## config.mk

```make
export PLATFORM = sky130hd
export DESIGN_NAME = pattern_gen_anim
export DESIGN_NICKNAME = d
export VERILOG_FILES = /design/src/rtl/pattern_gen_pkg.sv /design/src/rtl/pattern_gen_anim_seg_counter.sv /design/src/rtl/pattern_gen_anim.sv
export SDC_FILE = /design/constraint.sdc
export NUM_CORES = 1
export LEC_CHECK = 0
export CAP_MARGIN = 20
export CORE_AREA = 2 2 102 104
export DETAILED_ROUTE_END_ITERATION = 8
export DIE_AREA = 0 0 104 106
export HOLD_SLACK_MARGIN = 0.15
export PLACE_DENSITY = 0.73
export SETUP_SLACK_MARGIN = 0.5
export SLEW_MARGIN = 0
export SYNTH_ARGS = -nofsm -noshare
export SYNTH_HDL_FRONTEND = slang
export SYNTH_HIERARCHICAL = 1
export SYNTH_SLANG_ARGS = --single-unit
export TNS_END_PERCENT = 30
```

## constraint.sdc

```tcl
create_clock -name i_Clk -period 2.6 [get_ports i_Clk]
set_clock_uncertainty 0.15 [all_clocks]
set_input_delay 0.78 -clock i_Clk [delete_from_list [all_inputs] [get_ports i_Clk]]
set_output_delay 0.78 -clock i_Clk [all_outputs]
set_load 0.02 [all_outputs]
```

## src/rtl/pattern_gen_pkg.sv

```systemverilog
// Shared definitions for the animated test pattern generator: pattern codes,
// border geometry and the channel full-scale helper.
package pattern_gen_pkg;

    typedef enum logic [3:0] {
        PAT_BLACK    = 4'd0,
        PAT_RED      = 4'd1,
        PAT_GREEN    = 4'd2,
        PAT_BLUE     = 4'd3,
        PAT_CHECKER  = 4'd4,
        PAT_BARS     = 4'd5,
        PAT_BORDER   = 4'd6,
        PAT_RAMP     = 4'd7,
        PAT_SCROLL   = 4'd8,
        PAT_MOVE_BAR = 4'd9,
        PAT_FLASH    = 4'd10
    } pattern_e;

    // Width of the white frame drawn by the border pattern, in pixels.
    localparam int BORDER_W = 2;

    // Width of the segment counter indices (wide enough for any bar count).
    localparam int SEG_W = 10;

    // All-ones level for a channel of the given width (1..8 bits).
    function automatic logic [7:0] full_level(input int width);
        return 8'((1 << width) - 1);
    endfunction

endpackage

```

## src/rtl/pattern_gen_anim_seg_counter.sv

```systemverilog
// Divider-free segment counter: index advances once every PERIOD advance
// pulses, restarts from zero on clear and saturates at MAX. The registered
// index belongs to the position presented on the previous cycle.
module seg_counter #(
    parameter int PERIOD = 80,
    parameter int MAX    = 7,
    parameter int W      = 10
) (
    input  logic         i_Clk,
    input  logic         i_Rst,
    input  logic         clear,
    input  logic         advance,
    output logic [W-1:0] index
);

    localparam int P  = (PERIOD < 1) ? 1 : PERIOD;
    localparam int PW = $clog2(P + 1);

    logic [PW-1:0] phase_reg, phase_next;
    logic [W-1:0]  index_reg, index_next;

    // Next phase/index: clear wins, otherwise step through the segment.
    always_comb begin
        phase_next = phase_reg;
        index_next = index_reg;
        if (clear) begin
            phase_next = '0;
            index_next = '0;
        end else if (advance) begin
            if (phase_reg == PW'(P - 1)) begin
                phase_next = '0;
                if (index_reg != W'(MAX)) begin
                    index_next = index_reg + W'(1);
                end
            end else begin
                phase_next = phase_reg + PW'(1);
            end
        end
    end

    // Counter state register.
    always_ff @(posedge i_Clk or posedge i_Rst) begin
        if (i_Rst) begin
            phase_reg <= '0;
            index_reg <= '0;
        end else begin
            phase_reg <= phase_next;
            index_reg <= index_next;
        end
    end

    assign index = index_reg;

endmodule

```

## src/rtl/pattern_gen_anim.sv

```systemverilog
// Animated VGA test pattern generator. Stage 1 registers per-pixel geometry
// (active, frame start, scrolled column, bar index, ramp level); stage 2
// selects the pattern and registers RGB. Counts in at n, pixels out at n+2.
module pattern_gen_anim
    import pattern_gen_pkg::*;
#(
    parameter int VIDEO_WIDTH = 3,
    parameter int ACTIVE_COLS = 640,
    parameter int ACTIVE_ROWS = 480,
    parameter int NUM_BARS    = 8,
    parameter int BAR_W       = 16,
    parameter int CHECK_SHIFT = 5,
    parameter int FLASH_SHIFT = 5
) (
    input  logic                   i_Clk,
    input  logic                   i_Rst,
    input  logic [3:0]             i_Pattern,
    input  logic [3:0]             i_Step,
    input  logic [9:0]             i_Col_Count,
    input  logic [9:0]             i_Row_Count,
    output logic [VIDEO_WIDTH-1:0] o_Red_Video,
    output logic [VIDEO_WIDTH-1:0] o_Grn_Video,
    output logic [VIDEO_WIDTH-1:0] o_Blu_Video,
    output logic                   o_Active,
    output logic                   o_Frame_Start
);

    localparam logic [VIDEO_WIDTH-1:0] FULL = VIDEO_WIDTH'(full_level(VIDEO_WIDTH));
    localparam int BAR_PERIOD  = ACTIVE_COLS / NUM_BARS;
    localparam int RAMP_RAW    = ACTIVE_COLS >> VIDEO_WIDTH;
    localparam int RAMP_PERIOD = (RAMP_RAW < 1) ? 1 : RAMP_RAW;

    // Frame-level state, updated only at frame start.
    logic [3:0]  r_Pattern;
    logic [15:0] r_Frame;
    logic [9:0]  r_Offset;

    // Stage 1 registers.
    logic       s1_active_reg;
    logic       s1_fs_reg;
    logic [9:0] s1_xs_reg;
    logic [9:0] s1_col_reg;
    logic [9:0] s1_row_reg;
    logic [SEG_W-1:0] bar_idx;
    logic [SEG_W-1:0] ramp_level;

    logic        fs;
    logic        active_in;
    logic [10:0] offset_sum;
    logic [10:0] offset_wrap;
    logic [9:0]  offset_next;
    logic [10:0] xs_sum;
    logic [10:0] xs_wrap;

    assign fs        = (i_Col_Count == 10'd0) && (i_Row_Count == 10'd0);
    assign active_in = (i_Col_Count < 10'(ACTIVE_COLS)) && (i_Row_Count < 10'(ACTIVE_ROWS));

    // Offset for this pixel: the frame-start pixel already sees the stepped value.
    always_comb begin
        offset_sum  = {1'b0, r_Offset} + {7'd0, i_Step};
        offset_wrap = (offset_sum >= 11'(ACTIVE_COLS)) ? offset_sum - 11'(ACTIVE_COLS) : offset_sum;
        offset_next = fs ? offset_wrap[9:0] : r_Offset;
        xs_sum      = {1'b0, i_Col_Count} + {1'b0, offset_next};
        xs_wrap     = (xs_sum >= 11'(ACTIVE_COLS)) ? xs_sum - 11'(ACTIVE_COLS) : xs_sum;
    end

    // Latch pattern, advance frame count and scroll offset at frame start.
    always_ff @(posedge i_Clk or posedge i_Rst) begin
        if (i_Rst) begin
            r_Pattern <= 4'd0;
            r_Frame   <= 16'd0;
            r_Offset  <= 10'd0;
        end else if (fs) begin
            r_Pattern <= i_Pattern;
            r_Frame   <= r_Frame + 16'd1;
            r_Offset  <= offset_next;
        end
    end

    // Stage 1: register geometry of the incoming pixel.
    always_ff @(posedge i_Clk or posedge i_Rst) begin
        if (i_Rst) begin
            s1_active_reg <= 1'b0;
            s1_fs_reg     <= 1'b0;
            s1_xs_reg     <= 10'd0;
            s1_col_reg    <= 10'd0;
            s1_row_reg    <= 10'd0;
        end else begin
            s1_active_reg <= active_in;
            s1_fs_reg     <= fs;
            s1_xs_reg     <= xs_wrap[9:0];
            s1_col_reg    <= i_Col_Count;
            s1_row_reg    <= i_Row_Count;
        end
    end

    seg_counter #(
        .PERIOD (BAR_PERIOD),
        .MAX    (NUM_BARS - 1),
        .W      (SEG_W)
    ) u_bar_seg (
        .i_Clk   (i_Clk),
        .i_Rst   (i_Rst),
        .clear   (i_Col_Count == 10'd0),
        .advance (1'b1),
        .index   (bar_idx)
    );

    seg_counter #(
        .PERIOD (RAMP_PERIOD),
        .MAX    ((1 << VIDEO_WIDTH) - 1),
        .W      (SEG_W)
    ) u_ramp_seg (
        .i_Clk   (i_Clk),
        .i_Rst   (i_Rst),
        .clear   (i_Col_Count == 10'd0),
        .advance (1'b1),
        .index   (ramp_level)
    );

    logic [VIDEO_WIDTH-1:0] red_next, grn_next, blu_next;
    logic border_hit, bar_hit;

    // Stage 2 pattern mux; everything outside the active area is black.
    always_comb begin
        red_next   = '0;
        grn_next   = '0;
        blu_next   = '0;
        border_hit = (s1_col_reg < 10'(BORDER_W)) ||
                     (s1_col_reg >= 10'(ACTIVE_COLS - BORDER_W)) ||
                     (s1_row_reg < 10'(BORDER_W)) ||
                     (s1_row_reg >= 10'(ACTIVE_ROWS - BORDER_W));
        bar_hit    = ({1'b0, s1_col_reg} >= {1'b0, r_Offset}) &&
                     ({1'b0, s1_col_reg} < ({1'b0, r_Offset} + 11'(BAR_W)));
        case (r_Pattern)
            PAT_RED:   red_next = FULL;
            PAT_GREEN: grn_next = FULL;
            PAT_BLUE:  blu_next = FULL;
            PAT_CHECKER: begin
                if (s1_col_reg[CHECK_SHIFT] ^ s1_row_reg[CHECK_SHIFT]) begin
                    red_next = FULL;
                    grn_next = FULL;
                    blu_next = FULL;
                end
            end
            PAT_BARS: begin
                red_next = bar_idx[2] ? FULL : '0;
                grn_next = bar_idx[1] ? FULL : '0;
                blu_next = bar_idx[0] ? FULL : '0;
            end
            PAT_BORDER: begin
                if (border_hit) begin
                    red_next = FULL;
                    grn_next = FULL;
                    blu_next = FULL;
                end
            end
            PAT_RAMP: begin
                red_next = ramp_level[VIDEO_WIDTH-1:0];
                grn_next = ramp_level[VIDEO_WIDTH-1:0];
                blu_next = ramp_level[VIDEO_WIDTH-1:0];
            end
            PAT_SCROLL: begin
                if (s1_xs_reg[CHECK_SHIFT] ^ s1_row_reg[CHECK_SHIFT]) begin
                    red_next = FULL;
                    grn_next = FULL;
                    blu_next = FULL;
                end
            end
            PAT_MOVE_BAR: begin
                if (bar_hit) begin
                    red_next = FULL;
                    grn_next = FULL;
                    blu_next = FULL;
                end
            end
            PAT_FLASH: begin
                if (r_Frame[FLASH_SHIFT]) begin
                    red_next = FULL;
                    grn_next = FULL;
                    blu_next = FULL;
                end
            end
            default: ;
        endcase
        if (!s1_active_reg) begin
            red_next = '0;
            grn_next = '0;
            blu_next = '0;
        end
    end

    // Stage 2: register the pixel and its aligned flags.
    always_ff @(posedge i_Clk or posedge i_Rst) begin
        if (i_Rst) begin
            o_Red_Video   <= '0;
            o_Grn_Video   <= '0;
            o_Blu_Video   <= '0;
            o_Active      <= 1'b0;
            o_Frame_Start <= 1'b0;
        end else begin
            o_Red_Video   <= red_next;
            o_Grn_Video   <= grn_next;
            o_Blu_Video   <= blu_next;
            o_Active      <= s1_active_reg;
            o_Frame_Start <= s1_fs_reg;
        end
    end

    // Bits of wide helper vectors that the pattern logic does not consume.
    logic unused_bits;
    assign unused_bits = ^{r_Frame, bar_idx, ramp_level, offset_wrap[10], xs_wrap[10]};

endmodule

```

-- After elaboration in Yosys (flattened, before gate mapping)
Index checks and enable logic that the tools add are counted.
- bits in latches: 0
- register bits: 103
- memories: 0
- ROM bits: 0
- output and inout bits: 11
- bits in writable memories: 0
- bits of input ports: 30
- add/sub/neg operators: 10
- div/mod/pow operators: 0
- bitwise logic cells: 2
- multiplexer cells: 27
- reduce and logical (&&, ||, !) cells: 14
- eq/ne operators: 14
- multiply operators: 0
- shift-type cells: 0
- $lt $le $gt $ge: 10
- operators with widths (cell ; number):
    $mux 10 ; 8
    $pmux 3 s8 ; 3
    $mux 3 ; 11
    $mux 7 ; 4
    $ge 11x10->1 const B ; 2
    $add 10x1->10 const B ; 2
    $logic_not 10->1 ; 2
    $lt 10x2->1 const B ; 2
    $ne 10x3->1 const B ; 2
    $add 16x1->16 const B ; 1
    $eq 4x3->1 const B ; 4
    $add 7x1->7 const B ; 2
    $eq 7x7->1 const B ; 2
    $eq 4x4->1 const B ; 3
    $add 10x10->11 ; 1
    $add 10x4->11 ; 1
    $add 10x5->11 const B ; 1
    $lt 10x11->1 ; 1
    $ge 10x10->1 ; 1
    $ge 10x10->1 const B ; 1
    $ge 10x9->1 const B ; 1
    $lt 10x10->1 const B ; 1
    $lt 10x9->1 const B ; 1
    $sub 10x10->10 const B ; 1
    9 further kinds ; 19

-- Depth between registers and ports, before layout
- depth after elaboration: 7
- depth in mapped cells: 11

-- Hierarchy
Netlist, hierarchy kept.
- modules (own cells, without submodules) (module ; instances ; seq. area each (µm²) ; area each (µm²) ; cells an instance):
    pattern_gen_anim ; 1 ; 1326.3 ; 3040.4 ; 299
    seg_counter ; 2 ; 425.4 ; 965.9 ; 93

-- Worst setup path after synthesis
Ideal clock, no wire load.
- path type: in2reg
- start point: in i_Step[0]
- end point: reg (tool-made name)
- arrival time: 2976 ps
- data required time: 2325 ps
- setup slack: -651 ps
- setup time: 125 ps
- stages: 10
- cells stage by stage: ha_1 inv_1 fa_1 nand2b_1 a211oi_1 mux2i_1 o41a_1 o21ai_2 a2bb2oi_1 mux2_4
- RTL lines (what ; RTL line ; RTL):
    start, declared ; pattern_gen_anim.sv:18 ; input logic [3:0] i_Step,

==> out/results.md <==
| Result | This run | Unit |
|:---|:---|:---|
| Maximum net fanout on the critical path | 3 | - |
| Part of the total power dissipated in sequential elements | 0.499 | - |
| Multiplexer share of the synthesized area | 0.0408 | - |
| Share of the clock period used by the worst path | 1.07 | - |
| Layout overhead on the synthesized area | 36.2 | % |
| Critical Path Source | i_Step[0] | - |
| Data required time at the worst endpoint | 2.70 | ns |
| Clock insertion delay at the later pin of the skew report | 0.36 | ns |
| Clock tree from TritonCTS | built | - |
| Clock-pin slew on the worst setup and hold paths | 0.09 | ns |
| Library cell with the largest summed area after synthesis | sky130_fd_sc_hd__dfrtp_1 | - |
| Leakage Power | 3.05 | nW |
| Number of setup violations in the final report | 4 | - |
| Total number of vias | 4105 | - |
| Class of the worst hold path | reg -> reg | - |
| Placer's final routability congestion estimate | 0.887 | - |
| Initial Util | 0.497 | - |
| Predominant post-synthesis flop cell | sky130_fd_sc_hd__dfrtp_1 | - |
| Mean area per synthesized cell | 10.3 | µm² |
| Max transition margin | 0.541 | - |
| Number of clock buffers inserted by TritonCTS | 9 | - |
| Maximum vdd ir drop | 277 | µV |
| Ratio of cells with drive above 1 in the final layout | 0.317 | - |
| Final count of pins violating max slew | 0 | - |
| Post-synth top area share | 0.438 | - |
| Combinational family with the most area after synthesis | simple AND/OR/NAND/NOR gates | - |
| Post-synth design cell area | 4970 | µm² |
| Per-cell routed wire length | 16.2 | µm |
| Number of cells in the finished layout apart from fillers | 739 | - |
| Depth of the worst register-to-register path | 10 | - |
| Post-synthesis simple-gate area fraction | 0.200 | - |
| Final wirelength | 12000 | µm |
| Area fraction in compound gates after synthesis | 0.135 | - |
| Tmin final | 2.79 | ns |
| Arr. time, crit path | 2.89 | ns |
| Global-route wire length before repair | 19600 | µm |
| Status | finished with violations | - |
| Antenna Violating Nets Remaining | 0 | - |
| Num rows | 37 | - |
| Buffer levels on the longest clock path | 2 | - |
| Highest clock frequency the design can meet | 358 | MHz |
| Worst Slack Setup Final | -0.190 | ns |
| Setup repair after global routing missed its margin | true | - |
| Number of global-route vias before repair | 4231 | - |
| Maximum level of the CTS H-tree | 3 | - |
| Internal cell power | 2.36 | mW |
| Worst-Margin Slew | 0.688 | ns |
| Final hold violation count | 0 | - |
| Number of design rule violations left after detail routing | 0 | - |
| Startpoint Class | input port | - |
| Netlist cell types | 65 | - |
| Total gr overflow | 0 | - |
| Iteration-0 DRC count of the detailed router | 263 | - |
| Path type of the worst setup path | in -> reg | - |
| Number of register bits inferred by synthesis | 87 | - |
| Proportion of synthesized flip-flops having asynchronous set or reset | 1.00 | - |
| Via density per instance | 5.55 | - |
| Number of filler instances in the final layout | 746 | - |
| Violations in the final reports | negative setup slack | - |
| Total I/O pin count | 41 | - |
| Die H | 106 | µm |
| Setup slack at placement | -1.11 | ns |
| Post-placement cell area | 5990 | µm² |
| Antenna diodes | 0 | - |
| Global routing usage summed across all routing layers | 0.218 | - |
| Gate power share | 0.153 | - |
| Iteration count of the initial detailed-routing pass | 5 | - |
| Slack of the worst reg-to-reg path | -0.15 | ns |
| Clock root buffer | sky130_fd_sc_hd__clkbuf_8 | - |
| Total Nets Final | 661 | - |
| Maximum Capacitance Violations | 0 | - |
| Switching Share | 0.272 | - |
| Critical register-to-register path startpoint | r_Offset[0] | - |
| Pin count of the biggest net entering global routing | 54 | - |
| Sequential fraction of the synthesis area | 0.438 | - |
| Crit. End Element | register | - |
| Post-route cell area | 6770 | µm² |
| Number of antenna violations at the first check in global routing | 0 | - |
| Cell count after placement | 700 | - |
| Arithmetic-cell share of the synthesized area counting full adders, half adders and majority gates | 0.0820 | - |
| Die footprint | 11000 | µm² |
| Clock sink count | 87 | - |
| PortBufs | 40 | - |
| Die width | 104 | µm |
| Main area contributors after synthesis | sky130_fd_sc_hd__dfrtp_1 44%, sky130_fd_sc_hd__ha_1 7.8%, sky130_fd_sc_hd__xnor2_1 4.4% | - |
| Number of synthesized flops with an enable pin | 0 | - |
| Number of hold buffers added after cts | 0 | - |
| Synthesized netlist cell count | 485 | - |
| Synthesis warning total | 6 | - |
| Detail Placement HPWL | 7830 | µm |
| Core region area | 10000 | µm² |
| Net Sw Power | 0.881 | mW |
| XOR/XNOR Fraction of Synth Area | 0.0717 | - |
| Cell area power density | 478 | nW/µm² |
| Part of the total power dissipated in the clock network | 0.348 | - |
==> kinds of logic after synthesis <==
group / after synthesis
multiplexers: 18
AND/OR/NAND/NOR: 179
XOR/XNOR: 39
buffers and inverters: 33
adder cells (fa/ha/maj): 32
flip-flops: 87
AO/OA/AOI/OAI: 96
other: 1
==> synth_stat cells, types with 4 or more instances <==
cell                       number
sky130_fd_sc_hd__a21oi_1       26
sky130_fd_sc_hd__a31oi_1       10
sky130_fd_sc_hd__and3_1         5
sky130_fd_sc_hd__clkbuf_1       7
sky130_fd_sc_hd__dfrtp_1       87
sky130_fd_sc_hd__ha_1          31
sky130_fd_sc_hd__inv_1         19
sky130_fd_sc_hd__mux2_2         6
sky130_fd_sc_hd__mux2i_1        9
sky130_fd_sc_hd__nand2_1       27
sky130_fd_sc_hd__nand2b_1      15
sky130_fd_sc_hd__nand3_1       17
sky130_fd_sc_hd__nand4_1        9
sky130_fd_sc_hd__nor2_1        44
sky130_fd_sc_hd__nor2b_1       15
sky130_fd_sc_hd__nor3_1        14
sky130_fd_sc_hd__nor4_1         9
sky130_fd_sc_hd__o21ai_0       14
sky130_fd_sc_hd__o21ai_1        6
sky130_fd_sc_hd__or4_1          4
sky130_fd_sc_hd__xnor2_1       25
sky130_fd_sc_hd__xor2_1        13
==> layer usage <==
metal,global-route usage,part of all wire,up-vias
met4,0.0647,0.013,0
met3,0.0245,0.033,11
met1,0.277,0.43,2005
met2,0.392,0.52,106
met5,0,0,-
li1,-,-,1983
==> cells in the final DEF, fill, tap and decap left out, types with 12 or more instances in the layout <==
master,netlist,routed
sky130_fd_sc_hd__buf_6,2,17
sky130_fd_sc_hd__nand2b_1,15,14
sky130_fd_sc_hd__dfrtp_1,87,87
sky130_fd_sc_hd__nor3_1,14,12
sky130_fd_sc_hd__nor2_1,44,40
sky130_fd_sc_hd__nand2_1,27,26
sky130_fd_sc_hd__xor2_1,13,13
sky130_fd_sc_hd__nand3_1,17,12
sky130_fd_sc_hd__buf_4,1,61
sky130_fd_sc_hd__a21oi_1,26,24
sky130_fd_sc_hd__inv_1,19,12
sky130_fd_sc_hd__dlygate4sd2_1,0,15
sky130_fd_sc_hd__ha_1,31,22
sky130_fd_sc_hd__nor2b_1,15,14
sky130_fd_sc_hd__xnor2_1,25,22
==> area by class of cell <==
cell class	instances	area (µm²)	share of cell area
repair buffers	115	988	0.146
multi-input cells	367	3120	0.460
clock buffers	10	128	0.0188
inverters	19	88.8	0.0131
clock inverters	5	106	0.0157
well taps	136	170	0.0251
flip-flops and latches	87	2180	0.321
==> worst min path at each step <==
stage               endpoint  slack [ns]  cells after the start  startpoint
6_report       o_Frame_Start        0.21                      0   s1_fs_reg
5_1_grt        o_Frame_Start        0.22                      0   s1_fs_reg
4_1_cts        o_Frame_Start        0.21                      0   s1_fs_reg
3_5_place_dp   o_Frame_Start        0.19                      0   s1_fs_reg
3_3_place_gp   o_Frame_Start        0.18                      0   s1_fs_reg
2_1_floorplan  o_Frame_Start        0.18                      0   s1_fs_reg
==> stage by stage <==
step	utilization	TNS, ns	power (mW)	hold WS, ns
CTS	0.663	-0.402	3.24	0.208
detailed placement	0.599	-14.23	2.10	0.188
floorplan	-	-1.20	1.92	0.181
global route	0.677	-0.938	3.40	0.218
finish	0.677	-0.426	3.24	0.206
global placement	0.599	-10.54	2.07	0.185
==> power by group through the flow <==
stage          Combinational, mW  Sequential, mW  Clock (mW)
3_5_place_dp               0.465            1.64           0
2_1_floorplan              0.317            1.61           0
5_1_grt                    0.569            1.63        1.19
3_3_place_gp               0.442            1.63           0
4_1_cts                    0.485            1.61        1.14
6_report                   0.496            1.61        1.13
==> worst max-delay path, cell delays in order <==
cell	delay [ns]
sky130_fd_sc_hd__buf_6	0.07
sky130_fd_sc_hd__ha_4	0.13
sky130_fd_sc_hd__inv_2	0.04
sky130_fd_sc_hd__fa_2	0.35
sky130_fd_sc_hd__nand2b_4	0.18
sky130_fd_sc_hd__a211oi_4	0.27
sky130_fd_sc_hd__mux2i_2	0.12
sky130_fd_sc_hd__o41a_1	0.41
sky130_fd_sc_hd__o21ai_2	0.17
sky130_fd_sc_hd__a2bb2oi_1	0.11
sky130_fd_sc_hd__mux2_4	0.26
==> timing repair <==
| item | in CTS | in global routing |
|---|---|---|
| setup endpoints to repair | 76 | 31 |
| cloned | 1 | 0 |
| resized for setup | 155 | 28 |
| buffers inserted | 19 | 4 |
| pin swaps | 51 | 29 |
Note: power is estimated with default switching activity, not from simulation.
